**config.mk**
```make
export PLATFORM = sky130hd
export DESIGN_NAME = sbox_layer_sequencer
export DESIGN_NICKNAME = d
export VERILOG_FILES = /design/src/rtl/sbox_layer_sequencer.sv
export SDC_FILE = /design/constraint.sdc
export NUM_CORES = 1
export LEC_CHECK = 0
export ABC_AREA = 1
export BUFFER_PORTS_ARGS = -buffer_cell sky130_fd_sc_hd__clkbuf_2
export CAP_MARGIN = 20
export CORE_MARGIN = 8
export CORE_UTILIZATION = 55
export CTS_CLUSTER_DIAMETER = 80
export CTS_CLUSTER_SIZE = 12
export DETAILED_ROUTE_END_ITERATION = 8
export GPL_ROUTABILITY_DRIVEN = 0
export PLACE_DENSITY = 0.93
export REMOVE_ABC_BUFFERS = 1
export SLEW_MARGIN = 20
export SYNTH_ARGS = -nofsm -noshare
export SYNTH_HDL_FRONTEND = slang
export SYNTH_SLANG_ARGS = --single-unit
```
**constraint.sdc**
```tcl
create_clock -name clk -period 3 [get_ports clk]
set_input_delay 0.6 -clock clk [delete_from_list [all_inputs] [get_ports clk]]
set_output_delay 0.6 -clock clk [all_outputs]
set_load 0.02 [all_outputs]
```
**src/rtl/sbox_layer_sequencer.sv**
```systemverilog
// Serializes one shared 6-bit S-box across every 6-bit chunk of a wide state word.
// Chunks are issued one per cycle, and results are tagged through a SBOX_LAT-deep delay line.
module sbox_layer_sequencer #(
  parameter int unsigned NUM_CHUNKS = 8,
  parameter int unsigned SBOX_LAT   = 0
) (
  input  logic                    clk,
  input  logic                    rst,
  input  logic                    in_valid,
  output logic                    in_ready,
  input  logic [6*NUM_CHUNKS-1:0] in_state,
  output logic [5:0]              sbox_a,
  input  logic [5:0]              sbox_b,
  output logic                    out_valid,
  input  logic                    out_ready,
  output logic [6*NUM_CHUNKS-1:0] out_state,
  output logic                    busy
);

  localparam int unsigned W  = 6 * NUM_CHUNKS;
  localparam int unsigned CW = (NUM_CHUNKS > 1) ? $clog2(NUM_CHUNKS) : 1;
  localparam logic [CW-1:0] LAST = CW'(NUM_CHUNKS - 1);

  typedef enum logic [1:0] {IDLE, ISSUE, DRAIN, DONE} state_t;

  state_t          state, state_nxt;
  logic [W-1:0]    in_reg;
  logic [W-1:0]    out_reg;
  logic [CW-1:0]   issue_cnt;
  logic [5:0]      chunk_sel;
  logic            issue_en;
  logic            cap_vld;
  logic [CW-1:0]   cap_idx;

  assign issue_en = (state == ISSUE);

  always_ff @(posedge clk) begin
    if (rst) state <= IDLE;
    else     state <= state_nxt;
  end

  always_comb begin
    state_nxt = state;
    case (state)
      IDLE:    if (in_valid && in_ready) state_nxt = ISSUE;
      ISSUE:   if (issue_cnt == LAST) state_nxt = (SBOX_LAT == 0) ? DONE : DRAIN;
      DRAIN:   if (cap_vld && cap_idx == LAST) state_nxt = DONE;
      DONE:    if (out_ready) state_nxt = IDLE;
      default: state_nxt = IDLE;
    endcase
  end

  always_comb begin
    in_ready  = (state == IDLE) && !rst;
    sbox_a    = issue_en ? chunk_sel : '0;
    out_valid = (state == DONE);
    busy      = (state != IDLE);
    out_state = out_reg;
  end

  always_comb begin
    chunk_sel = '0;
    for (int unsigned i = 0; i < NUM_CHUNKS; i++) begin
      if (issue_cnt == CW'(i)) chunk_sel = in_reg[6*i +: 6];
    end
  end

  always_ff @(posedge clk) begin
    if (rst) begin
      in_reg    <= '0;
      out_reg   <= '0;
      issue_cnt <= '0;
    end else begin
      if (in_valid && in_ready) in_reg <= in_state;
      if (issue_en && issue_cnt != LAST) issue_cnt <= issue_cnt + CW'(1);
      else                               issue_cnt <= '0;
      for (int unsigned i = 0; i < NUM_CHUNKS; i++) begin
        if (cap_vld && cap_idx == CW'(i)) out_reg[6*i +: 6] <= sbox_b;
      end
    end
  end

  // Each issue is tagged with its chunk index, so a capture lands SBOX_LAT cycles later.
  // The reset clears these tags, which drops every in-flight result.
  if (SBOX_LAT == 0) begin : g_nodl
    always_comb begin
      cap_vld = issue_en;
      cap_idx = issue_cnt;
    end
  end else begin : g_dl
    logic          dl_vld [SBOX_LAT];
    logic [CW-1:0] dl_idx [SBOX_LAT];

    always_ff @(posedge clk) begin
      if (rst) begin
        for (int unsigned k = 0; k < SBOX_LAT; k++) begin
          dl_vld[k] <= 1'b0;
          dl_idx[k] <= '0;
        end
      end else begin
        dl_vld[0] <= issue_en;
        dl_idx[0] <= issue_cnt;
        for (int unsigned k = 1; k < SBOX_LAT; k++) begin
          dl_vld[k] <= dl_vld[k-1];
          dl_idx[k] <= dl_idx[k-1];
        end
      end
    end

    always_comb begin
      cap_vld = dl_vld[SBOX_LAT-1];
      cap_idx = dl_idx[SBOX_LAT-1];
    end
  end

endmodule

```
==> results.md, run 1 <==
- Result of the run: finished clean
- Type of the worst setup path: reg2out
- Area growth, synth to finish: 19.0%
- M2 GR Usage: approximately a third
- Power Density: approximately 640 mW/mm^2
- Cell type with the highest aggregate area in the netlist: sky130_fd_sc_hd__dfxtp_1
- Register area: approximately 0.0020 sq mm
- DRC Markers: 0
- Critical path capture point type: output port
- Number of nets in the final layout: ~770
- Vias in the first global route: 4111
- Commonest non-fill, non-tap cell in the layout: sky130_fd_sc_hd__nand2_1
- Residual overflow from global routing: 0
- Horizontal die dimension: roughly 100 microns
- Initial core utilization: between 50 and 60%
- Multiplexer share of the synthesized area: 0%
- Time the worst path needs with I/O delays and setup: about 2.8 ns
- Global-route wire length before repair: ~19000 microns
- Length of the first detailed-routing pass in iterations: 6
- Placement Rows: 32
- Synthesis-stage register bit count: 101
- Count of boundary I/O pins: 115
- Arrival time at the worst endpoint: around 2.2 ns
- Setup repair after global routing missed its margin: no
- Overall routed net length: between 10000 and 15000 microns
- Number of antenna violations at the first check in global routing: 0
- Critical path's slowest cell: sky130_fd_sc_hd__inv_1
- Post-synthesis instance area: approximately 0.0043 sq mm
- Total vias in the final route: between 4k and 5k
- Commonest cells after routing, fill and taps aside: sky130_fd_sc_hd__nand2_1 (126), sky130_fd_sc_hd__clkbuf_2 (114), sky130_fd_sc_hd__dfxtp_1 (101)
- Number of standard cells after synthesis: 601
- Post-route clock period utilization: 91.7%
- Worst-margin pin slew: a little under 0.5 ns
- Drt first-iter violations: approximately 180
- Number of library cell types mapped by synthesis: 15
- Highest ir drop seen on vdd: between 0.0003 and 0.0004 V
- Top Usage Layer GRT: met2
- Synth top area share: between 40 and 50%
- Clock latency on the worst-skew pair: ~0.36 ns
- Detailed-route wire length per cell: 14.1 microns
- Final number of setup-violating endpoints: 0
- Sequential share of the synthesized area: between 40% and 50%
- Max_cap viols: 0
- Inserted Clock Buffers: 9
- Root buffer cell: sky130_fd_sc_hd__clkbuf_8
- Worst relative slew slack: approximately two thirds
- Filler-free cell count of the finished design: just over 800
- Dominant combinational cell family by area after synthesis: simple AND/OR/NAND/NOR gates
- Critical Path RT: between 2 and 2.5 ns
- Area used by multi-input combinational logic: between 0.0015 and 0.002 sq mm
- CTS H-tree lvls: 3
- Cells taking the most area after synthesis: sky130_fd_sc_hd__dfxtp_1 (47%), sky130_fd_sc_hd__nand2_1 (11%), sky130_fd_sc_hd__a21oi_1 (10%), sky130_fd_sc_hd__o21ai_0 (7.9%), sky130_fd_sc_hd__inv_1 (7.0%)
- Remaining antenna violation count after routing: 0
- Leak Pwr: between 2 and 2.5 nW
- Average size of a mapped cell: approximately 7 sq um
- Cells along the critical path: inv_1 -> ha_2 -> nand2_1 -> inv_1 -> a21oi_1 -> nand2_1 -> nand2_1 -> nand2_1 -> nand2_1 -> clkbuf_2
- Antenna Diode Count: 0
- Die Area: between 0.01 and 0.015 sq mm
- HPWL reported at the end of detailed placement: a little over 8000 microns
- Final hold vios: 0
- Die Ht: approximately 100 microns
- Hold Path Origin: in_state[46]
- Category of the worst setup path launch point: register
- I/O Buffers: between 100 and 150
- Sum Neg Setup Slack: 0 ns
- Clock Path Buffers: 2
- Fraction of final layout cells sized beyond drive strength 1: 20.2%
- Number of placed cells counting well taps: about 800
- Adder and majority cell fraction of the synthesized area: about 3.2%
- Post_cts resized: 0
- Critical Path Start: cap_idx[1]$_SDFF_PP0_
- Worst R2R Start: state[0]$_SDFFE_PP0P_
- Clock sinks: slightly above 100
- GR Layer Usage met1: roughly a quarter
- CP Max Fanout: 14
- Clk pin slew, worst setup/hold paths: about 0.090 ns
- Fraction of met3 tracks used by global routing: under 10%
- Overall Global Routing Usage: between 20% and 30%
- CTS tree: yes
- Via/cell ratio: 5.21
- Post-Route Skew: roughly 0.011 ns
- Synthesis warning total: 0
- Hold buffer count at CTS: 0
- Class of the most critical hold timing path: in2reg
- Maximum number of pins on one net before global-route repair: 47
- Xor and xnor area share after synthesis: 0%
- Final-layout fill cell count: between 600 and 700
- Compound-Gate Fraction of Synth Area: between 10% and 20%
- Total count of max-transition violations in the final report: 0
- Cell mode on critical path: sky130_fd_sc_hd__nand2_1
- Max Clock Freq: 364 MHz
- Max incr delay on CP: 0.36 ns
- Simple-gate area share of the yosys netlist: around a fifth
- Core box area: about 0.0076 sq mm
- Setup bufs post-CTS: 0
where the power goes:
part           leakage [nW]  internal (W)  switching (W)
sequential            0.822       0.00150      0.0000720
combinational          1.44      0.000268       0.000571
clock                0.0987      0.000407       0.000460
total                  2.36       0.00217        0.00110
final cells by class:
type | instances | share of cell area (%)
Clock inverter | 5 | 1.17
Sequential cell | 101 | 39.5
Tap cell | 102 | 2.49
Multi-Input combinational cell | 386 | 35.6
Inverter | 81 | 5.94
Timing Repair Buffer | 124 | 12.6
Clock buffer | 10 | 2.69
critical path, delay by kind of cell (launching register included):
family,cells,cell delay [ns]
AOI/OAI and AO/OA,1,0.07
adders and majority gates,1,0.33
buffers and inverters,3,0.60
DFF,1,0.34
and+or+nand+nor,5,0.44
worst paths after layout:
kind	to	slack (ns)	cells past startpoint
worst max-delay path	sbox_a[2]	0.25	10
worst min-delay path	in_reg[46]$_SDFFE_PP0P_	0.43	3
worst max register to register	in_reg[14]$_SDFFE_PP0P_	1.12	8
worst min register to register	in_reg[18]$_SDFFE_PP0P_	0.46	2
kinds of logic after synthesis:
group,Yosys count
flip-flops,101
buffers and inverters,114
adder cells (fa/ha/maj),11
AND/OR/NAND/NOR,220
AO/OA/AOI/OAI,155
Yosys cell counts:
master / instances
sky130_fd_sc_hd__nand2_1: 127
sky130_fd_sc_hd__dfxtp_1: 101
sky130_fd_sc_hd__a21oi_1: 87
sky130_fd_sc_hd__inv_1: 80
sky130_fd_sc_hd__o21ai_0: 68
sky130_fd_sc_hd__nand3_1: 56
sky130_fd_sc_hd__nor2_1: 35
sky130_fd_sc_hd__clkbuf_1: 16
sky130_fd_sc_hd__ha_1: 11
sky130_fd_sc_hd__buf_2: 10
sky130_fd_sc_hd__buf_4: 6
sky130_fd_sc_hd__buf_1: 1
sky130_fd_sc_hd__inv_2: 1
sky130_fd_sc_hd__nand3b_1: 1
sky130_fd_sc_hd__nor2_2: 1
layer usage:
layer | vias up | part of all wire [%]
met5 | - | 0
li1 | 2118 | -
met1 | 1886 | 43
met3 | 30 | 8.5
met2 | 178 | 45
met4 | 0 | 3.2
metrics by stage:
stage / total power (W) / setup WS [ns] / util (%) / instance area, sq um / hold WS, ns
after floorplan: 0.00212 / 0.0847 / - / 4140 / 0.427
after CTS: 0.00329 / 0.0711 / 66.9 / 5110 / 0.422
final: 0.00328 / 0.250 / 66.9 / 5120 / 0.429
after detailed placement: 0.00243 / 0.499 / 64.3 / 4920 / 0.444
after global placement: 0.00239 / 0.634 / 64.3 / 4920 / 0.432
after global routing: 0.00347 / 0.0721 / 66.9 / 5120 / 0.431
(Power assumes the default switching activity.)
==> run 2: changes to the inputs <==
ABC_AREA = default   (was 1)
==> results.md, run 2 <==
- Die Area: 0.0110 sq mm (+0.71%)
- Length of the first detailed-routing pass in iterations: 6 (unchanged)
- CTS H-tree lvls: 3 (unchanged)
- Worst R2R Start: cap_idx[2]$_SDFF_PP0_
- Result of the run: finished clean
- Detailed-route wire length per cell: 16.4 microns (+16%)
- Clk pin slew, worst setup/hold paths: 0.09 ns (about the same)
- Total power: 0.00372 W (+13%)
- Clock sinks: 101 (unchanged)
- Area growth, synth to finish: 19.6%
- Final hold vios: 0 (unchanged)
- Average size of a mapped cell: 8.40 sq um (+17%)
- Maximum number of pins on one net before global-route repair: 102 (+120%)
- Number of antenna violations at the first check in global routing: 0 (unchanged)
- Sequential share of the synthesized area: 46.6% (-0.39 points)
- Logic depth of the worst register-to-register path: 6 (-2)
- Number of library cell types mapped by synthesis: 35 (+20)
- Remaining antenna violation count after routing: 0 (unchanged)
- Leak Pwr: 2.22 nW (-5.7%)
- Number of standard cells after synthesis: 516 (-14%)
- Inserted Clock Buffers: 9 (unchanged)
- Root buffer cell: sky130_fd_sc_hd__clkbuf_8
- Critical Path RT: 2.40 ns (about the same)
- Clock latency on the worst-skew pair: 0.37 ns (about the same)
- Count of boundary I/O pins: 115 (unchanged)
- Slack of the worst reg-to-reg path: 1.06 ns (-0.06 ns)
- Residual overflow from global routing: 0 (unchanged)
- Total vias in the final route: 4009 (-4.8%)
- Placement Rows: 32 (unchanged)
- Hold Path Origin: in_state[2]
- Critical path capture point type: output port
- Synth top cells by count: sky130_fd_sc_hd__dfxtp_1 (101), sky130_fd_sc_hd__nand2_1 (88), sky130_fd_sc_hd__nand2b_1 (50)
- Synthesis-stage register bit count: 101 (unchanged)
- Post-placement worst setup slack: 0.412 ns (-0.0866 ns)
- Final-layout fill cell count: 618 (-6.9%)
- Sum Neg Setup Slack: 0 ns (unchanged)
- Worst min-delay path endpoint: in_reg[2]$_SDFFE_PP0P_
- Reg2reg end: state[1]$_SDFFE_PP0P_
- Synthesis warning total: 0 (unchanged)
- DRC Markers: 0 (unchanged)
- Fin worst setup slack: 0.109 ns (-0.141 ns)
- Power Density: 716 mW/mm^2 (+12%)
- Class of the most critical hold timing path: in2reg
- Filler-free cell count of the finished design: 712 (-12%)
- Overall Global Routing Usage: 21.1% (+0.029 points)
- Commonest cells after routing, fill and taps aside: sky130_fd_sc_hd__clkbuf_2 (114), sky130_fd_sc_hd__dfxtp_1 (101), sky130_fd_sc_hd__nand2_1 (88)
- Final number of setup-violating endpoints: 0 (unchanged)
- Worst relative slew slack: 40.7% (-27 points)
- Clock Path Buffers: 2 (unchanged)
- Number of enable flip-flop cells after synthesis: 0 (unchanged)
- Max Clock Freq: 346 MHz (-4.9%)
- WHS Path Cells: 3 (unchanged)
- Initial core utilization: 56.4% (+0.18 points)
- HPWL reported at the end of detailed placement: 8180 microns (-1.6%)
- Total count of max-transition violations in the final report: 0 (unchanged)
- Post-Route Skew: 0.0123 ns (+0.00145 ns)
- Drt first-iter violations: 303 (+65%)
- Commonest non-fill, non-tap cell in the layout: sky130_fd_sc_hd__clkbuf_2
- Core box area: 0.00769 sq mm (+0.52%)
- Most frequently used flop master after synthesis: sky130_fd_sc_hd__dfxtp_1
- Time the worst path needs with I/O delays and setup: 2.89 ns (+0.141 ns)
- Post-synthesis instance area: 0.00434 sq mm (+0.84%)
- Type of the worst setup path: reg2out
- CTS tree: yes
- Via/cell ratio: 5.63 (+8.1%)
- Overall routed net length: 11700 microns (+2.2%)
- CP Max Fanout: 10 (-4)
- Antenna Diode Count: 0 (unchanged)
- Highest ir drop seen on vdd: 0.000317 V (-2.3%)
- Global-route wire length before repair: 19500 microns (+2.1%)
- Most frequently used cell type in the post-synthesis netlist: sky130_fd_sc_hd__dfxtp_1
- Fraction of registers with async set or reset after synthesis: 0% (unchanged)
- Total cell area at the placement stage: 0.00491 sq mm (-0.15%)
- Die Ht: 105 microns (+0.35%)
- Cell type with the highest aggregate area in the netlist: sky130_fd_sc_hd__dfxtp_1
- Number of placed cells counting well taps: 696 (-12%)
- I/O Buffers: 114 (unchanged)
- Max_cap viols: 0 (unchanged)
- Post-route clock period utilization: 96.4% (+4.7 points)
- Fraction of final layout cells sized beyond drive strength 1: 25.1% (+4.9 points)
- Cells taking the most area after synthesis: sky130_fd_sc_hd__dfxtp_1 (47%), sky130_fd_sc_hd__nand2_1 (7.6%), sky130_fd_sc_hd__nand2b_1 (7.2%), sky130_fd_sc_hd__o21ai_1 (5.2%), sky130_fd_sc_hd__mux2i_1 (4.4%)
- Worst-margin pin slew: 0.889 ns (+0.405 ns)
- Synth top area share: 46.6% (-0.39 points)
- Number of nets in the final layout: 674 (-13%)
- Arrival time at the worst endpoint: 2.29 ns (+0.14 ns)
- Hold buffer count at CTS: 0 (unchanged)
- Horizontal die dimension: 105 microns (+0.35%)
- Category of the worst setup path launch point: register
- Finished layout cell area: 0.00519 sq mm (+1.4%)
- Vias in the first global route: 4084 (-0.66%)
run 2: cell types whose count changed after synthesis, moves of 8 or more:
cell | previous run | this run
sky130_fd_sc_hd__a21oi_1 | 87 | 30
sky130_fd_sc_hd__buf_2 | 10 | 18
sky130_fd_sc_hd__inv_1 | 80 | 8
sky130_fd_sc_hd__mux2i_1 | 0 | 19
sky130_fd_sc_hd__nand2_1 | 127 | 88
sky130_fd_sc_hd__nand2b_1 | 0 | 50
sky130_fd_sc_hd__nand3_1 | 56 | 32
sky130_fd_sc_hd__nor2_1 | 35 | 22
sky130_fd_sc_hd__o21ai_0 | 68 | 14
sky130_fd_sc_hd__o21ai_1 | 0 | 45
run 2: layout make-up:
class                   instances  area (sq um)  area share, %
repair buffers                124           658           12.7
inverters                      10          37.5          0.723
multi-input cells             359          2070           40.0
clock buffers                   9           124           2.39
clock inverters                 7           145           2.80
flip-flops and latches        101          2020           39.0
well taps                     102           128           2.46
run 2: worst max-delay path by stage:
stage / slack [ns] / endpoint / cells after the start / start
global placement: 0.51 / sbox_a[4] / 7 / cap_idx[0]$_SDFF_PP0_
floorplan: -0.03 / state[1]$_SDFFE_PP0P_ / 4 / rst
detailed placement: 0.41 / sbox_a[4] / 7 / cap_idx[0]$_SDFF_PP0_
global route: -0.01 / sbox_a[4] / 7 / cap_idx[0]$_SDFF_PP0_
CTS: 0.01 / sbox_a[4] / 7 / cap_idx[0]$_SDFF_PP0_
finish: 0.11 / sbox_a[4] / 7 / cap_idx[0]$_SDFF_PP0_
run 2: cell families (layout without fill, tap and decap cells):
kind of cell,after synthesis,count (layout),synth area share (%)
buffers and inverters,56,150,5.80
AO/OA/AOI/OAI,127,127,17.8
flip-flops,101,101,46.6
AND/OR/NAND/NOR,202,202,22.2
multiplexers,19,19,4.39
adder cells (fa/ha/maj),11,11,3.17
run 2: timing repair:
item | CTS | global route
setup endpoints to repair | 0 | 6
buffers inserted | 0 | 0
gates resized for setup | 0 | 4
run 2: through the flow:
step / util, % / hold slack, ns
after floorplan: - / 0.439
after global placement: 63.9 / 0.446
after detailed placement: 63.9 / 0.453
after CTS: 67.4 / 0.419
after global routing: 67.5 / 0.421
final: 67.5 / 0.421
run 2: per-layer routing:
metal	global-route usage (%)	part of all wire, %	vias up
met5	0	0	-
met2	34.1	46	197
met4	7.85	2.0	0
li1	-	-	1926
met1	25.9	43	1862
met3	6.20	8.9	24
run 2: power breakdown:
| part | total, W | internal, W | switching [W] |
|---|---|---|---|
| logic | 0.000937 | 0.000345 | 0.000593 |
| registers | 0.00165 | 0.00152 | 0.000131 |
| clock network | 0.00113 | 0.000644 | 0.000486 |
run 2: critical path, stage by stage, from the launching register on:
cell and delay [ns]:
sky130_fd_sc_hd__dfxtp_1 0.35, sky130_fd_sc_hd__inv_1 0.10, sky130_fd_sc_hd__ha_2 0.30, sky130_fd_sc_hd__nor2b_2 0.36, sky130_fd_sc_hd__a221oi_1 0.13, sky130_fd_sc_hd__o221a_1 0.25
sky130_fd_sc_hd__o31ai_2 0.21, sky130_fd_sc_hd__clkbuf_2 0.21
==> run 3: changes to the inputs <==
CORE_UTILIZATION = 51   (was 55)
GPL_TIMING_DRIVEN = 0   (was default)
PLACE_DENSITY = 0.88   (was 0.93)
==> results.md, run 3 (synthesis gave the netlist of run 2 again) <==
- Result of the run: finished clean
- Proportion of total power due to net switching: 33.5% (+0.91 points)
- Critical Path RT: 2.40 ns (about the same)
- Number of antenna violations at the first check in global routing: 0 (unchanged)
- Drt first-iter violations: 205 (-32%)
- Clock Path Buffers: 2 (unchanged)
- Overall Global Routing Usage: 19.0% (-2.1 points)
- CP Max Fanout: 17 (+7)
- Clock latency on the worst-skew pair: 0.35 ns (-0.02 ns)
- Total cell area at the placement stage: 0.00487 sq mm (-0.74%)
- Critical path's slowest cell: sky130_fd_sc_hd__dfxtp_1
- Horizontal die dimension: 108 microns (+3.3%)
- Total vias in the final route: 3873 (-3.4%)
- Global-route wire length before repair: 18200 microns (-6.6%)
- Time the worst path needs with I/O delays and setup: 2.90 ns (+0.00821 ns)
- HPWL reported at the end of detailed placement: 7810 microns (-4.6%)
- Part of the total power dissipated in combinational logic: 27.0% (+1.8 points)
- Vias in the first global route: 3792 (-7.1%)
- Worst relative slew slack: 50.6% (+9.9 points)
- Detailed-route wire length per cell: 15.9 microns (-3.0%)
- Max Clock Freq: 345 MHz (-0.28%)
- Via/cell ratio: 5.46 (-3.0%)
- Antenna Diode Count: 0 (unchanged)
- Count of boundary I/O pins: 115 (unchanged)
- Overall routed net length: 11300 microns (-3.4%)
- Sum Neg Setup Slack: 0 ns (unchanged)
- Highest ir drop seen on vdd: 0.000347 V (+9.3%)
- I/O Buffers: 114 (unchanged)
- Power share of the clock group: 27.3% (-3.1 points)
- Reg2reg end: out_state[9]$_SDFFE_PP0P_
- Sequential group share of total power: 45.7% (+1.3 points)
- Commonest non-fill, non-tap cell in the layout: sky130_fd_sc_hd__clkbuf_2
- Worst min-delay path endpoint: in_reg[3]$_SDFFE_PP0P_
- Combined buffer and inverter count along the critical path: 2 (unchanged)
- Fraction of final layout cells sized beyond drive strength 1: 25.3% (+0.25 points)
- Final number of setup-violating endpoints: 0 (unchanged)
- Length of the first detailed-routing pass in iterations: 4 (-2)
- Leak Pwr: 2.19 nW (-1.6%)
- Finished layout cell area: 0.00519 sq mm (about the same)
- Slack of the worst reg-to-reg path: 0.84 ns (-0.22 ns)
- Post-route clock period utilization: 96.6% (+0.27 points)
- Cells along the critical path: inv_1 -> ha_4 -> nor2b_4 -> a221oi_1 -> o221a_1 -> o31ai_2 -> clkbuf_2
- Residual overflow from global routing: 0 (unchanged)
- Max incr delay on CP: 0.37 ns (about the same)
- Sw power: 0.00119 W (-1.4%)
- Placement Rows: 33 (+3.1%)
- Hold buffer count at CTS: 0 (unchanged)
- Clock sinks: 101 (unchanged)
- Arrival time at the worst endpoint: 2.30 ns (about the same)
- Worst R2R Start: state[1]$_SDFFE_PP0P_
- Type of the worst setup path: reg2out
- CTS H-tree lvls: 3 (unchanged)
- Internal power summed over all cells: 0.00237 W (-5.4%)
- Core box area: 0.00822 sq mm (+6.9%)
- Maximum number of pins on one net before global-route repair: 56 (-45%)
- Inserted Clock Buffers: 9 (unchanged)
- Worst-margin pin slew: 0.737 ns (-0.152 ns)
- Logic depth of the worst register-to-register path: 6 (unchanged)
- WHS Path Cells: 3 (unchanged)
- Power Density: 687 mW/mm^2 (-4.1%)
- Commonest cells after routing, fill and taps aside: sky130_fd_sc_hd__clkbuf_2 (113), sky130_fd_sc_hd__dfxtp_1 (100), sky130_fd_sc_hd__nand2_1 (88)
- Class of the most critical hold timing path: in2reg
- Remaining antenna violation count after routing: 0 (unchanged)
- Hold Path Origin: in_state[3]
- Number of nets in the final layout: 668 (-0.89%)
- Category of the worst setup path launch point: register
- Total count of max-transition violations in the final report: 0 (unchanged)
- Max_cap viols: 0 (unchanged)
- Root buffer cell: sky130_fd_sc_hd__clkbuf_8
- Critical path capture point type: output port
- DRC Markers: 0 (unchanged)
- Die Ht: 108 microns (+3.3%)
- CP delay by family, top: compound AO/OA/AOI/OAI gates
- Area growth, synth to finish: 19.7% (about the same)
- CTS tree: yes
- Die Area: 0.0117 sq mm (+6.6%)
- Post-Route Skew: 0.00814 ns (-0.00416 ns)
- Final hold vios: 0 (unchanged)
- Stages on worst setup path: 7 (unchanged)
- Initial core utilization: 52.8% (-3.6 points)
- Clk pin slew, worst setup/hold paths: 0.10 ns (about the same)
==> run 3: cell types whose count changed in the layout (fill, tap and decap cells not counted), sizes merged <==
cell / previous run / this run
buf: 10 / 4
bufinv: 4 / 2
clkinvlp: 1 / 2
clkbuf: 123 / 124
==> run 3: power by group through the flow <==
| stage | registers (W) | logic [W] | clock network, W |
|---|---|---|---|
| floorplan | 0.00166 | 0.000595 | 0 |
| global placement | 0.00164 | 0.000876 | 0 |
| detailed placement | 0.00165 | 0.000920 | 0 |
| CTS | 0.00163 | 0.000947 | 0.000979 |
| global route | 0.00165 | 0.00107 | 0.00103 |
| finish | 0.00163 | 0.000964 | 0.000972 |
==> run 3: per-stage QoR <==
stage | cells | utilization, % | hold slack, ns | setup slack [ns] | total power, W
4_1_cts | 707 | 62.6 | 0.429 | 0.00638 | 0.00355
5_1_grt | 709 | 63.2 | 0.431 | -0.0223 | 0.00376
2_1_floorplan | 470 | - | 0.439 | -0.0281 | 0.00225
3_3_place_gp | 689 | 58.7 | 0.442 | -1.76 | 0.00252
3_5_place_dp | 691 | 59.3 | 0.449 | -0.358 | 0.00257
6_report | 709 | 63.2 | 0.436 | 0.101 | 0.00357
==> run 3: worst max path at each step <==
stage	startpoint	end	slack [ns]
final	cap_idx[0]$_SDFF_PP0_	sbox_a[4]	0.10
after global routing	cap_idx[0]$_SDFF_PP0_	sbox_a[4]	-0.02
after CTS	cap_idx[1]$_SDFF_PP0_	sbox_a[5]	0.006
after detailed placement	cap_idx[2]$_SDFF_PP0_	sbox_a[4]	-0.36
after global placement	rst	state[1]$_SDFFE_PP0P_	-1.76
after floorplan	rst	state[1]$_SDFFE_PP0P_	-0.03
==> run 3: timing repair <==
| item | 4_1_cts | 5_1_grt |
|---|---|---|
| gates resized for setup | 12 | 4 |
| buffers inserted | 0 | 2 |
| pin swaps | 0 | 0 |
| setup endpoints to repair | 6 | 6 |
==> run 3: cell type report <==
cell class	count	area [sq um]
fillers	707	3020
flip-flops and latches	101	2030
clock buffers	10	138
repair buffers	118	628
multi-input cells	359	2140
well taps	105	131
clock inverters	6	92.6
inverters	10	37.5
==> run 3: routing by layer <==
layer | GRT usage, % | share of wire [%] | routed length (microns) | vias up
met5 | 0 | 0 | 0 | -
met4 | 4.86 | 0.84 | 95 | 0
met3 | 4.52 | 8.6 | 972 | 10
met2 | 30.9 | 47 | 5300 | 155
met1 | 24.6 | 44 | 4930 | 1795
li1 | - | - | - | 1913
==> run 3: worst min-delay path, stage by stage <==
cell and delay [ns]:
sky130_fd_sc_hd__clkbuf_2 0.08, sky130_fd_sc_hd__nand2_1 0.03, sky130_fd_sc_hd__o21ai_0 0.05
